**config.mk**
```make
export PLATFORM = sky130hd
export DESIGN_NAME = pe_maxpool2
export DESIGN_NICKNAME = d
export VERILOG_FILES = /design/src/rtl/pe_maxpool2.sv
export SDC_FILE = /design/constraint.sdc
export NUM_CORES = 1
export LEC_CHECK = 0
export CORE_MARGIN = 2
export CORE_UTILIZATION = 50
export CTS_BUF_LIST = sky130_fd_sc_hd__clkbuf_4
export DETAILED_ROUTE_END_ITERATION = 8
export PLACE_DENSITY = 0.72
export REMOVE_ABC_BUFFERS = 1
export SYNTH_ARGS = -nofsm -noshare
export SYNTH_HDL_FRONTEND = slang
export SYNTH_SLANG_ARGS = --single-unit
```
**constraint.sdc**
```tcl
create_clock -name clk -period 2.5 [get_ports clk]
set_input_delay 0.375 -clock clk [delete_from_list [all_inputs] [get_ports clk]]
set_output_delay 0.375 -clock clk [all_outputs]
set_load 0.03 [all_outputs]
```
**src/rtl/pe_maxpool2.sv**
```systemverilog
// pe_maxpool2 -- 2x2 stride-2 max-pooling stage downstream of the PE.
//
// Consumes a raster-order, LINES-wide stream of CL_IN-lane pixels. Each lane
// is an N-bit two's-complement value. Emits one pooled pixel per 2x2 window.
// Storage is a hold register for the even-column pixel and a half-width line
// buffer. The line buffer keeps the even-row pair maxima.
//
// Ports:
//   clk       rising-edge clock
//   rst       synchronous active-high reset
//   d_in      input pixel, lane c = d_in[c*N +: N]
//   en_in     d_in valid this cycle
//   sof_in    start of frame (qualified by en_in): pixel is row 0, col 0
//   d_ch_in   channel enable mask, sampled on the emitting pixel
//   d_out     pooled pixel (registered; masked lanes read 0)
//   en_out    one-cycle pulse, d_out valid
//   d_ch_out  channel mask accompanying d_out
module pe_maxpool2 #(
  parameter int LINES = 16,
  parameter int CL_IN = 4,
  parameter int N     = 2
) (
  input  logic               clk,
  input  logic               rst,
  input  logic [CL_IN*N-1:0] d_in,
  input  logic               en_in,
  input  logic               sof_in,
  input  logic [CL_IN-1:0]   d_ch_in,
  output logic [CL_IN*N-1:0] d_out,
  output logic               en_out,
  output logic [CL_IN-1:0]   d_ch_out
);

  localparam int W     = CL_IN * N;
  localparam int COL_W = (LINES > 2) ? $clog2(LINES) : 1;
  localparam int AW    = (COL_W > 1) ? COL_W - 1 : 1;

  logic [COL_W-1:0] col;
  logic             row_odd;
  logic [W-1:0]     hold;
  logic [W-1:0]     linebuf [0:(1 << AW) - 1];

  logic [AW-1:0]    lb_addr;
  logic [W-1:0]     lb_rd;
  logic [W-1:0]     pair_max;
  logic [W-1:0]     pool_max;
  logic             lb_we;
  logic             emit;
  logic             col_last;

  function automatic logic [N-1:0] smax(input logic [N-1:0] a, input logic [N-1:0] b);
    return ($signed(a) > $signed(b)) ? a : b;
  endfunction

  assign lb_addr  = AW'(col >> 1);
  assign lb_rd    = linebuf[lb_addr];
  assign col_last = (col == COL_W'(LINES - 1));

  // A sof pixel is always treated as col 0 of an even row. It therefore
  // never writes the line buffer and never emits.
  assign lb_we = en_in && !rst && !sof_in && col[0] && !row_odd;
  assign emit  = en_in && !sof_in && col[0] && row_odd;

  always_comb begin
    pair_max = '0;
    pool_max = '0;
    for (int c = 0; c < CL_IN; c++) begin
      pair_max[c*N +: N] = smax(hold[c*N +: N], d_in[c*N +: N]);
      pool_max[c*N +: N] = d_ch_in[c] ? smax(lb_rd[c*N +: N], pair_max[c*N +: N]) : '0;
    end
  end

  // Every entry is written on an even row before the next odd row reads it,
  // so the buffer has no reset.
  always_ff @(posedge clk) begin
    if (lb_we) linebuf[lb_addr] <= pair_max;
  end

  always_ff @(posedge clk) begin
    if (rst) begin
      col      <= '0;
      row_odd  <= 1'b0;
      hold     <= '0;
      d_out    <= '0;
      en_out   <= 1'b0;
      d_ch_out <= '0;
    end else begin
      en_out <= 1'b0;
      if (en_in) begin
        if (sof_in) begin
          hold    <= d_in;
          col     <= COL_W'(1);
          row_odd <= 1'b0;
        end else begin
          if (!col[0]) hold <= d_in;
          if (emit) begin
            d_out    <= pool_max;
            en_out   <= 1'b1;
            d_ch_out <= d_ch_in;
          end
          if (col_last) begin
            col     <= '0;
            row_odd <= ~row_odd;
          end else begin
            col <= col + 1'b1;
          end
        end
      end
    end
  end

endmodule

```
## Word level (Yosys, flattened, before mapping)

Memories as Yosys holds them, arrays and structs flattened. A register that Yosys moved wholly into a read port is not among the register bits.
Cells that the tools add are included.

- Bitwise logic cells: 3
- Divide/modulo/power cells: 0
- Order comparisons: 8
- Shift-type cells: 0
- Add/sub/neg operators: 1
- Equality and inequality tests: 2
- Mux-type cells: 23
- $mul: 0
- Reduce and logical (&&, ||, !) cells: 15

Operator list:

| cell | count |
|---|---|
| $mux W2 | 12 |
| $gt A2 B2 Y1 | 8 |
| $mux W8 | 2 |
| $mux W4 | 2 |
| $logic_and A1 B1 Y1 | 7 |
| $mux W3 | 2 |
| $mux W1 | 5 |
| $add A4 B1 Y4 const B | 1 |
| $eq A4 B4 Y1 const B | 1 |
| $reduce_and A2 Y1 | 2 |
| $logic_not A1 Y1 | 3 |
| $not A1 Y1 | 3 |
| $reduce_and A3 Y1 | 1 |
| $reduce_or A3 Y1 | 1 |
| $ne A2 B2 Y1 const B | 1 |
| $reduce_bool A2 Y1 | 1 |

- Bits in writable memories: 64
- Word-level logic and storage cells: 59
- Memories kept: 1
- Latch bits: 0
- Register bits after elaboration: 26
- Memory bits (read-only): 0
- Output and inout bits: 13

Memories:

| name | depth | bits a word | rd ports | clocked after memory_dff | wr ports | line | RTL |
|---|---|---|---|---|---|---|---|
| linebuf | 8 | 8 | 1 | 1 | 1 | 41 | `logic [W-1:0] linebuf [0:(1 << AW) - 1];` |

## Depth between registers and ports, before layout

- Depth in word-level cells: 7
- Gate-level depth with buffers: 13

## Worst setup path before layout

Ideal clock, no wire load.

- Path kind: input-to-reg
- From: input d_in[4]
- To: register d_out[4]
- Path buffers: 0
- Library setup time: 0.117 ns
- Cell stages on the path: 10
- Path slack: -0.177 ns
- Data arrival time: 2.559 ns
- Cell sequence: ha_1 > fa_1 > a21oi_1 > mux2i_1 > inv_1 > ha_1 > fa_1 > a21o_1 > mux2i_1 > a32o_1

- Cells in the longest elaborated chain, start to end: 5

Ends and longest elaborated chain:

| what | line | RTL |
|---|---|---|
| from (decl) | 25 | `input logic [CL_IN*N-1:0] d_in,` |
| $gt A2 B2 Y1 | 52 | `return ($signed(a) > $signed(b)) ? a : b;` |
| $mux W2 (*) | 52 |  |
| named net pair_max[4] | 45 | `logic [W-1:0] pair_max;` |
| $gt A2 B2 Y1 | 52 |  |
| $mux W2 (*) | 52 |  |
| $mux W2 (*) | 69 | `pool_max[c*N +: N] = d_ch_in[c] ? smax(lb_rd[c*N +: N], pair_max[c*N +: N]) : '0;` |
| to (signal assigned) | 97 | `d_out <= pool_max;` |
| to (decl) | 29 | `output logic [CL_IN*N-1:0] d_out,` |

The timed path passes the listed nets; every way through them passes the cells marked *.
A chain may end at the register's enable or synchronous reset.

## Worst setup path after layout

- From: register hold[0]
- To: register d_out[0]

- Cells in the longest elaborated chain, start to end: 5

Ends and longest elaborated chain:

| what | line | RTL |
|---|---|---|
| from (decl) | 40 | `logic [W-1:0] hold;` |
| from (signal assigned) | 91 | `hold <= d_in;` |
| from (signal assigned) | 95 | `if (!col[0]) hold <= d_in;` |
| $gt A2 B2 Y1 | 52 |  |
| $mux W2 (*) | 52 |  |
| named net pair_max[0] | 45 |  |
| $gt A2 B2 Y1 | 52 |  |
| $mux W2 (*) | 52 |  |
| $mux W2 (*) | 69 |  |

Marked as above.

==> metrics.md <==
| Metric | Value |
|---|---|
| Clock Tree Buf Depth | `2` |
| Grt peak-use layer | `met2` |
| Distinct cell type count after synthesis | `36` |
| Worst hold start | `d_in[5]` |
| CP required | `about 2.8 ns` |
| Worst-path clk slew | `approximately 0.14 ns` |
| Post-Place Cells | `456` |
| Met2 usage | `33.6%` |
| DRT Pass-1 Iters | `4` |
| F_max | `slightly below 400 MHz` |
| Crit Reg-Reg Startpoint | `hold[0]$_SDFFE_PP0P_` |
| Num CTS Buffers | `9` |
| Total gr overflow | `0` |
| Layout area overhead | `27.9%` |
| Slew of the pin with the lowest slew margin | `between 0.5 and 0.6 ns` |
| Met3 Track Usage GR | `2.90%` |
| Met1 Track Usage GR | `25.3%` |
| CTS tree | `built` |
| Die Y | `95.7 um` |
| Crit Path Category | `reg -> reg` |
| Core area | `8180 um2` |
| Die Span X | `95.7 um` |
| CTS root buf | `clkbuf_4` |
| Async SR Flop Fraction | `0%` |
| Main synth FF type | `edfxtp_1` |
| Post-route cell area | `5380 um2` |
| Vias/cell | `5.27` |
| IO Pins | `29` |
| Worst vdd ir | `approximately 0.00024 V` |
| Final WL | `8630 um` |
| Pin count of the biggest net entering global routing | `24` |
| Dominant cells by area after synthesis | `edfxtp_1 (46%), dfxtp_1 (14%), ha_1 (6.2%)` |
| Cells after synthesis | `283` |
| # H-tree levels | `3` |
| Nets | `approximately 430` |
| Crit share post-route | `104%` |
| Vias in the first global route | `2584` |
| # port buffers | `28` |
| Worst min path class | `in -> reg` |
| Lkg Pwr | `approximately 2.1 nW` |
| Crit. Startpoint | `hold[0]$_SDFFE_PP0P_` |
| RSZ-0062 raised after global routing | `true` |
| Count of antenna-violating nets left after detailed routing | `0` |
| RD Place Congestion | `0.738` |
| Max-slew violations | `0` |
| Clock Latency Late Sink | `0.43 ns` |
| # clock sinks | `93` |
| Placed cell area | `4950 um2` |
| Finished Layout Cells | `493` |
| Slew Limit Headroom | `64.7%` |
| Final setup viols | `4` |
| Critical Path Sink Type | `flop` |
| EDFF count, synth | `64` |
| Cell taking the most area after synthesis | `edfxtp_1` |
| Wire per inst | `17.5 um` |
| Setup ws final | `-0.0908 ns` |
| Die area | `9160 um2` |
| Max-Cap Viols | `0` |
| Total GRT Usage | `19.7%` |
| Crit path launch type | `flop` |
| Sequential fraction of the synthesis area | `59.5%` |
| DRC violations left | `0` |
| Share of layout cells above drive strength 1 | `between 30% and 40%` |
| Syn Area/Cell | `14.9 um2` |
| Final Skew | `0.0136 ns` |
| Failing checks | `setup timing` |
| Post-synth top area share | `45.7%` |
| CP arrival | `2.93 ns` |
| Seq cells post-synth | `93` |
| Global-route wire length before repair | `13000 um` |
| Final min period | `around 2.6 ns` |
| Initial core utilization | `51.4%` |
| Rows | `33` |
| DP HPWL | `~5700 um` |
| Ys Warns | `0` |
| Post-CTS Hold Buffers | `0` |
| Total number of vias | `~2.6k` |
| Initial antenna violation count | `0` |
| Status | `finished, violations left` |
| Setup TNS | `-0.143 ns` |
| Pwr/cell area | `518 nW/um2` |
| Total power | `2.79 mW` |
| N_diodes | `0` |
| Max FO, Critical Path | `3` |
| First DRT Iteration DRCs | `168` |
| WHS | `0.368 ns` |
| Final Hold Fails | `0` |
| Mapped Area | `4210 um2` |
-- sequential cells by signal (all words and copies together) (netlist names), named ones only --
name / cells
linebuf: 64
d_ch_out: 4
row_odd: 1
col: 4
hold: 8
d_out: 8
en_out: 1
-- logic make-up (layout without fill, tap and decap cells) --
logic type | after synthesis | count (layout) | share of synthesized area (%)
flops | 93 | 93 | 59.5
simple gates | 56 | 56 | 6.04
xor+xnor | 1 | 1 | 0.208
buf+inv | 33 | 138 | 3.54
mux | 40 | 40 | 15.5
compound gates | 31 | 31 | 5.18
fa+ha+maj | 29 | 29 | 10.1
-- critical path, cell delays in order (launching register included) --
cell and delay (ns):
dfxtp_2 0.35, inv_2 0.06, ha_4 0.12, inv_2 0.03, fa_2 0.32, a21boi_4 0.15, mux2i_2 0.23, inv_2 0.10
ha_4 0.18, fa_2 0.39, a21o_1 0.21, mux2i_1 0.13, a32o_1 0.23
-- cell type report --
class	count	area [um2]
fillers	595	2800
flip-flops and latches	93	2510
multi-input cells	157	1690
repair buffers	99	848
well taps	105	131
clock buffers	14	105
inverters	23	86.3
clock inverters	2	10.0
-- synthesized netlist by cell type (all sizes together), types with 4 or more instances --
cell / instances
ha: 21
fa: 8
a21oi: 11
nand2b: 4
o2111ai: 4
edfxtp: 64
a32o: 4
a21o: 4
nor2: 23
mux2: 4
mux4: 16
dfxtp: 29
mux2i: 20
clkbuf: 7
inv: 23
nand2: 20
-- power breakdown --
group | switching (mW) | internal, mW
Combinational | 0.176 | 0.216
Sequential | 0.0110 | 1.67
Clock | 0.459 | 0.260
-- metal layers --
layer / share of wire (%) / up-vias
met1: 42 / 1296
met2: 53 / 50
met3: 3.3 / 11
li1: - / 1242
met4: 1.7 / 0
met5: 0 / -
-- cell usage in the layout (no fill, tap or decap), drive strengths merged, types with 4 or more instances in the layout --
master / n
inv: 23
buf: 71
o2111ai: 4
clkbuf: 14
mux4: 16
mux2i: 20
a32o: 4
dlygate4sd2: 4
ha: 21
fa: 8
a21o: 4
mux2: 4
nand2b: 4
nand2: 20
clkdlybuf4s50: 21
a21oi: 11
edfxtp: 64
dfxtp: 29
nor2: 23
-- what timing repair did --
action,CTS,global route
pin swaps,10,10
setup buffers,19,4
resized for setup,33,24
endpoints found under the setup margin,8,16
-- path summary, 6_finish.rpt --
check / end / slack (ns) / depth (start not counted)
setup / recovery: d_out[0]$_SDFFE_PP0P_ / -0.09 / 12
hold / removal: hold[5]$_SDFFE_PP0P_ / 0.37 / 4
setup reg to reg: d_out[0]$_SDFFE_PP0P_ / -0.09 / 12
hold reg to reg: d_ch_out[3]$_SDFFE_PP0P_ / 0.46 / 2
-- metrics by stage --
stage	setup slack [ns]	util, %
2_1_floorplan	-0.266	-
3_3_place_gp	-0.661	60.6
3_5_place_dp	-0.705	60.6
4_1_cts	-0.0245	64.6
5_1_grt	-0.151	65.8
6_report	-0.0908	65.8
Note: power is estimated with default switching activity, not from simulation.
